==> config.mk <==
export PLATFORM = sky130hd
export DESIGN_NAME = vga_timing_generator
export DESIGN_NICKNAME = d
export VERILOG_FILES = /design/src/rtl/vga_pkg.sv /design/src/rtl/vga_axis_counter.sv /design/src/rtl/vga_timing_generator.sv
export SDC_FILE = /design/constraint.sdc
export NUM_CORES = 1
export LEC_CHECK = 0
export ABC_AREA = 1
export BUFFER_PORTS_ARGS = -buffer_cell sky130_fd_sc_hd__buf_2
export CORE_MARGIN = 2
export CORE_UTILIZATION = 45
export DETAILED_ROUTE_END_ITERATION = 10
export PLACE_DENSITY = 0.75
export SETUP_SLACK_MARGIN = 0.4
export SLEW_MARGIN = 20
export SYNTH_ARGS = -nofsm -noshare
export SYNTH_HDL_FRONTEND = slang
export SYNTH_SLANG_ARGS = --single-unit
==> constraint.sdc <==
create_clock -name Clock -period 1.7 [get_ports Clock]
set_input_delay 0.34 -clock Clock [delete_from_list [all_inputs] [get_ports Clock]]
set_output_delay 0.34 -clock Clock [all_outputs]
set_load 0.01 [all_outputs]
==> src/rtl/vga_pkg.sv <==
// Shared VGA timing definitions: default 640x480@60 timing constants,
// the BLACK colour value and the counter width helper.
package vga_pkg;

    localparam int DEF_H_VISIBLE = 640;
    localparam int DEF_H_FRONT   = 16;
    localparam int DEF_H_PULSE   = 96;
    localparam int DEF_H_BACK    = 48;

    localparam int DEF_V_VISIBLE = 480;
    localparam int DEF_V_FRONT   = 10;
    localparam int DEF_V_PULSE   = 2;
    localparam int DEF_V_BACK    = 33;

    localparam int DEF_CLK_DIV   = 2;
    localparam int DEF_COLOR_W   = 1;
    localparam bit DEF_SYNC_POL  = 1'b0;

    // Colour value driven outside the visible area.
    localparam int unsigned BLACK = 0;

    // Bits needed to count 0..n-1; never less than one bit.
    function automatic int cnt_w(input int n);
        return (n < 2) ? 1 : $clog2(n);
    endfunction

endpackage

==> src/rtl/vga_axis_counter.sv <==
// One timing axis (horizontal or vertical): a wrapping position counter
// with visible-area and sync-pulse decode for the current position.
// Ports: clk, reset (sync, active-high), advance (step the counter),
//        count (current position), wrap (count is last position),
//        visible (count in visible area), sync (pulse at level POL).
module vga_axis_counter
    import vga_pkg::*;
#(
    parameter int VISIBLE = DEF_H_VISIBLE,
    parameter int FRONT   = DEF_H_FRONT,
    parameter int PULSE   = DEF_H_PULSE,
    parameter int BACK    = DEF_H_BACK,
    parameter bit POL     = DEF_SYNC_POL,
    localparam int TOTAL  = VISIBLE + FRONT + PULSE + BACK,
    localparam int W      = cnt_w(TOTAL)
) (
    input  logic         clk,
    input  logic         reset,
    input  logic         advance,
    output logic [W-1:0] count,
    output logic         wrap,
    output logic         visible,
    output logic         sync
);

    localparam logic [W-1:0] LAST = W'(TOTAL - 1);
    localparam int unsigned  S_START = VISIBLE + FRONT;
    localparam int unsigned  S_END   = VISIBLE + FRONT + PULSE;

    // Decode in 32 bits so S_END == TOTAL cannot alias to 0.
    logic [31:0] pos;

    assign pos     = 32'(count);
    assign wrap    = (count == LAST);
    assign visible = (pos < VISIBLE);
    assign sync    = (pos >= S_START && pos < S_END) ? POL : ~POL;

    always_ff @(posedge clk) begin
        if (reset) begin
            count <= '0;
        end else if (advance) begin
            count <= wrap ? '0 : count + 1'b1;
        end
    end

endmodule

==> src/rtl/vga_timing_generator.sv <==
// VGA raster timing: pixel-rate divider, column/row fetch coordinates,
// and a registered output stage (syncs, RGB, frame start) one pixel late.
// Ports: Clock, Reset (sync, active-high), Enable, iRed/iGreen/iBlue in;
//        oHorizontalSync, oVerticalSync, oRed/oGreen/oBlue, oColumnCount,
//        oRowCount, oRequest, oFrameStart out.
module vga_timing_generator
    import vga_pkg::*;
#(
    parameter int H_VISIBLE = DEF_H_VISIBLE,
    parameter int H_FRONT   = DEF_H_FRONT,
    parameter int H_PULSE   = DEF_H_PULSE,
    parameter int H_BACK    = DEF_H_BACK,
    parameter int V_VISIBLE = DEF_V_VISIBLE,
    parameter int V_FRONT   = DEF_V_FRONT,
    parameter int V_PULSE   = DEF_V_PULSE,
    parameter int V_BACK    = DEF_V_BACK,
    parameter int CLK_DIV   = DEF_CLK_DIV,
    parameter int COLOR_W   = DEF_COLOR_W,
    parameter bit HSYNC_POL = DEF_SYNC_POL,
    parameter bit VSYNC_POL = DEF_SYNC_POL,
    localparam int H_TOTAL  = H_VISIBLE + H_FRONT + H_PULSE + H_BACK,
    localparam int V_TOTAL  = V_VISIBLE + V_FRONT + V_PULSE + V_BACK,
    localparam int CW       = cnt_w(H_TOTAL),
    localparam int RW       = cnt_w(V_TOTAL)
) (
    input  logic               Clock,
    input  logic               Reset,
    input  logic               Enable,
    input  logic [COLOR_W-1:0] iRed,
    input  logic [COLOR_W-1:0] iGreen,
    input  logic [COLOR_W-1:0] iBlue,
    output logic               oHorizontalSync,
    output logic               oVerticalSync,
    output logic [COLOR_W-1:0] oRed,
    output logic [COLOR_W-1:0] oGreen,
    output logic [COLOR_W-1:0] oBlue,
    output logic [CW-1:0]      oColumnCount,
    output logic [RW-1:0]      oRowCount,
    output logic               oRequest,
    output logic               oFrameStart
);

    localparam int              DW       = cnt_w(CLK_DIV);
    localparam logic [DW-1:0]   DIV_LAST = DW'(CLK_DIV - 1);
    localparam logic [COLOR_W-1:0] BLK   = COLOR_W'(BLACK);

    logic [DW-1:0] div_cnt;
    logic          tick;
    logic          h_wrap;
    logic          v_wrap;
    logic          h_vis;
    logic          v_vis;
    logic          h_sync;
    logic          v_sync;

    // A tick marks the last clock of a pixel period; Enable low freezes
    // the divider so resuming never drops or repeats a pixel.
    assign tick = Enable && (div_cnt == DIV_LAST);

    always_ff @(posedge Clock) begin
        if (Reset) begin
            div_cnt <= '0;
        end else if (Enable) begin
            div_cnt <= (div_cnt == DIV_LAST) ? '0 : div_cnt + 1'b1;
        end
    end

    vga_axis_counter #(
        .VISIBLE (H_VISIBLE),
        .FRONT   (H_FRONT),
        .PULSE   (H_PULSE),
        .BACK    (H_BACK),
        .POL     (HSYNC_POL)
    ) u_h (
        .clk     (Clock),
        .reset   (Reset),
        .advance (tick),
        .count   (oColumnCount),
        .wrap    (h_wrap),
        .visible (h_vis),
        .sync    (h_sync)
    );

    vga_axis_counter #(
        .VISIBLE (V_VISIBLE),
        .FRONT   (V_FRONT),
        .PULSE   (V_PULSE),
        .BACK    (V_BACK),
        .POL     (VSYNC_POL)
    ) u_v (
        .clk     (Clock),
        .reset   (Reset),
        .advance (tick && h_wrap),
        .count   (oRowCount),
        .wrap    (v_wrap),
        .visible (v_vis),
        .sync    (v_sync)
    );

    // During reset the counters are heading to (0,0), which is visible.
    assign oRequest = Reset || (h_vis && v_vis);

    // Output stage samples the decode of the coordinate being left, so it
    // trails the fetch coordinate by one pixel; RGB read data for that
    // coordinate has had the whole pixel period to arrive.
    always_ff @(posedge Clock) begin
        if (Reset) begin
            oHorizontalSync <= ~HSYNC_POL;
            oVerticalSync   <= ~VSYNC_POL;
            oRed            <= BLK;
            oGreen          <= BLK;
            oBlue           <= BLK;
            oFrameStart     <= 1'b0;
        end else begin
            oFrameStart <= tick && h_wrap && v_wrap;
            if (tick) begin
                oHorizontalSync <= h_sync;
                oVerticalSync   <= v_sync;
                if (oRequest) begin
                    oRed   <= iRed;
                    oGreen <= iGreen;
                    oBlue  <= iBlue;
                end else begin
                    oRed   <= BLK;
                    oGreen <= BLK;
                    oBlue  <= BLK;
                end
            end
        end
    end

endmodule

; ---- After elaboration in Yosys (flattened, before gate mapping)
; Index checks and enable logic that the tools add are counted.
[word_totals]
inputBits = 6
reg_bits = 27
out_inout_bits = 27
elab_cells = 35
[op_classes]
eq_ne = 2
order_cmp = 6
add_sub_neg = 3
muxes = 8
n_reduce_logical = 7
[op_table]
columns = op, n
row1 = 10-bit by 1-bit adder with 10-bit output (second input constant), 2
row2 = 10-bit equality test (second input constant), 2
row3 = 10-bit less-than comparator (second input constant), 2
row4 = 10-bit by 9-bit less-than comparator with 1-bit output (second input constant), 2
row5 = 10-bit two-way mux, 2
row6 = 10-bit >= comparator (second input constant), 1
row7 = 10-bit by 9-bit >= comparator with 1-bit output (second input constant), 1
row8 = 1-bit logical AND, 6
row9 = 1-bit two-way mux, 6
row10 = 1-bit adder (second input constant), 1
row11 = 1-bit logical OR, 1

; ---- Logic depth before layout (Yosys ltp)
[logic_depth]
depth_word = 4
ltp_mapped = 9
mapped_depth_nobuf = 9

; ---- Hierarchy
; A second synthesis with hierarchy kept.
[unflattened]
hier_cells = 208
area_unflattened_um2 = 1417.6
[modules_own_cells]
columns = mod, area_each_um2, cells_each, n_inst
row1 = vga_axis_counter (u_v), 570.5, 85, 1
row2 = vga_axis_counter (u_h), 556.8, 83, 1
row3 = vga_timing_generator, 290.3, 40, 1

; ---- Least setup slack after synthesis
; No wires, ideal clock.
[synth_path]
path_type = register to register
start = reg u_v.count[1]
end = reg u_v.count[8]
synth_period_minus_slack_ns = 1.330
stages_incl_launch_ff = 7
required_time_ns = 1.582
path_slack_ns = 0.370
arrival_ns = 1.212
cell_sequence = dfxtp_1 -> ha_1 -> nand3_1 -> nor2_2 -> nand2_1 -> nor3_1 -> nor2_1
[synth_between]
elab_chain_cells = 2
elab_cells_between_ends = 3
cone_classes = add/sub: 1 / eq/ne: 1 / mux: 1
[synth_lines]
columns = item, line
row1 = "start, declared", vga_axis_counter.sv:20  ; output logic [W-1:0] count,
row2 = "start signal, assigned", vga_axis_counter.sv:42  ; count <= wrap ? '0 : count + 1'b1;
row3 = 10-bit by 1-bit adder with 10-bit output / 10-bit equality test (equally long branches), "vga_axis_counter.sv:42, vga_axis_counter.sv:34"
row4 = 10-bit two-way mux (*), vga_axis_counter.sv:42
; Mark *: on every way between the ends. The rest lies on a longest branch, timed or not.
; A chain may end at the register's enable or synchronous reset.

; ---- Final worst setup path
[layout_path]
start = reg u_v.count[8]
end = out oRequest
[layout_between]
elab_chain_cells = 3
[layout_lines]
columns = item, line
row1 = 10-bit by 9-bit less-than comparator with 1-bit output, vga_axis_counter.sv:35  ; assign visible = (pos < VISIBLE);
row2 = 1-bit logical AND, vga_timing_generator.sv:101  ; assign oRequest = Reset || (h_vis && v_vis);
row3 = 1-bit logical OR, vga_timing_generator.sv:101
row4 = "end, declared", vga_timing_generator.sv:39  ; output logic oRequest,
; No other way between the ends.

==> results.cfg <==
[logic_synthesis]
synth_seq_cells = 27
synthesis.area_sq_um = 1419
async_flop_share = 0
synthCells = 206
seq_area_frac_synth = 0.3810
synth_ff_type = dfxtp_1
synthDistinctLibCells = 26
synth.avg_cell_area_sq_um = 6.888
synth_nets = 217
synth-edff-count = 0
yosys_warnings = 0

[cts]
clk-insertion-delay-late_ns = 0.34
cts_sinks = 27
tritoncts = yes
cts_made_buffers = 3
cts.path.max_buffers = 2
h-tree-depth = 1
root_buffer = clkbuf_4
clk_transition_reported_paths_ns = 0.15
hold_buffers = 0

[global_route]
grt.overflow.total = 0
antenna_found_initial = 0
grt_pass1_wl_mm = 5.954
grt_max_degree = 15
grt_use_total = 0.2153
grt_pass1_vias = 1423

[timing]
fin_crit_ns = 1.594
tightest_slew_ns = 0.3120
fmax_ghz = 0.6274
final-setup-viol-count = 0
tns_ns = 0
slew_headroom = 0.7903
hold_viol_final = 0
drv_slew = 0
fin_crit_sh = 0.9376
rsz0062_at_grt = true
clock-skew-final_ns = 0.01140

[drt]
drc = 0
dr.pass1.iters = 4
drt_wl_total_mm = 3.977
viasPerCell = 5.184
ant_nets = 0
num_vias = 1607
wl_per_cell_um = 12.83
first_iter_violations = 59

[die]
io_pins = 33
die_h_um = 60.15
core_sq_um = 3028
die-area_sq_um = 3618
die_x_um = 60.15
fp-row-count = 20
start_util = 0.4686

[worst_setup_path]
cp_max_fo = 3
arrival_ns = 1.25
startpoint_type = register
critPathKind = reg2out
crit_path_end_kind = primary output
required_ns = 1.36

[cells_and_area]
antenna_cells = 0
syn2layout_area_growth_pct = 41.53
drive_above_1_share = 0.4323
nNetsFinal = 278

[pwr]
power.density_nw_per_um2 = 508.3
irDropWorstVdd_mv = 0.2800
leakage_nw = 0.8746
p_total_mw = 1.021

[status]
outcome = finished clean

[placement]
dp_hpwl_mm = 2.314
finalWeightedCongestion = 0.9108
port-buffer-count = 32

[job]
drv_cap = 0

[worst_hold_path]
hp-class = in2reg
## power by group
| group | internal (mW) | switching, mW | leakage [nW] | total (mW) |
|---|---|---|---|---|
| Clock | 0.0925 | 0.203 | 0.0150 | 0.295 |
| Combinational | 0.0320 | 0.0475 | 0.631 | 0.0795 |
| Sequential | 0.637 | 0.00911 | 0.228 | 0.646 |
| Total | 0.761 | 0.259 | 0.875 | 1.02 |
## critical path, stage by stage (launching register included)
cell	delay, ns
dfxtp_2	0.38
inv_2	0.06
nor2_4	0.12
nand2_2	0.09
nand2_2	0.07
nand2_1	0.04
buf_2	0.14
## cell families after synthesis
family                   after synthesis  synth area share
AO/OA/AOI/OAI                         28            0.1129
XOR/XNOR                               2           0.01235
adder cells (fa/ha/maj)                5           0.04409
buffers and inverters                 28           0.07848
flip-flops                            27            0.3810
AND/OR/NAND/NOR                      116            0.3713
## metrics by stage
step	cell area [sq um]	std cells	setup slack [ns]	hold WS (ns)	utilization
floorplan	1420	206	0.4130	0.4091	-
global placement	1630	281	0.2816	0.4744	0.5384
detailed placement	1630	281	0.2317	0.4721	0.5384
CTS	1879	303	0.1546	0.2520	0.6207
global route	2008	310	0.07289	0.2659	0.6632
finish	2008	310	0.1060	0.2477	0.6632
## layer usage
layer,part of all wire,up-vias,global-route usage
li1,-,789,-
met1,0.44,758,0.2688
met2,0.49,47,0.3571
met3,0.041,13,0.04113
met4,0.026,0,0.09524
met5,0,-,0
## flip-flops by register name, indices dropped and copies added, names as in the netlist
name and flops:
oRed 1, u_v.count 10, oBlue 1, oHorizontalSync 1
div_cnt 1, oVerticalSync 1, oGreen 1, oFrameStart 1
u_h.count 10
## cell usage after synthesis (3+ instances only)
library cell | n | area (sq um)
inv_1 | 26 | 97.59
a21oi_1 | 11 | 55.05
nand3_1 | 16 | 80.08
nor2_2 | 3 | 18.77
nor2_1 | 36 | 135.1
nand4_1 | 3 | 18.77
dfxtp_1 | 27 | 540.5
nor3_1 | 7 | 35.03
nand2_2 | 5 | 31.28
ha_1 | 5 | 62.56
o21ai_0 | 9 | 45.04
nand2_1 | 41 | 153.9
## area by class of cell
class | count | area, sq um
Inverter | 27 | 112.6
Timing Repair inverter | 1 | 5.005
Multi-Input combinational cell | 152 | 857.1
Clock buffer | 4 | 26.28
Timing Repair Buffer | 55 | 379.1
Sequential cell | 27 | 573.1
Fill cell | 252 | 1020
Tap cell | 44 | 55.05
## cells in the final DEF (no fill, tap or decap), types with 2 or more instances in the layout
cell,count
ha_1,2
nand2_2,7
nand3_2,5
nor2_2,9
inv_2,5
buf_6,9
o21bai_1,2
inv_1,19
nand3_1,13
buf_2,27
nand4_1,3
nand2_4,2
o21ai_0,9
xor2_1,2
a21oi_2,2
buf_4,19
dfxtp_2,11
nor2_1,29
nor3_1,7
dfxtp_4,5
nand2_1,37
dfxtp_1,11
clkbuf_4,3
ha_2,2
a21oi_1,11
## path summary, 6_finish.rpt
path                                    from      endpoint  slack, ns  depth (start not counted)
worst max-delay path            u_v.count[8]      oRequest       0.11                          6
worst min-delay path                   iBlue         oBlue       0.25                          3
worst max register to register  u_v.count[8]  u_v.count[9]       0.14                         12
worst min register to register  u_v.count[0]  u_v.count[0]       0.53                          2
## repair_timing
action                     CTS  global route
pin swaps                    2             2
setup endpoints to repair   26            31
resized for setup           39            20
cloned                       1             1
setup buffers               17             6
No activity file was read; power rests on OpenSTA's default activity.
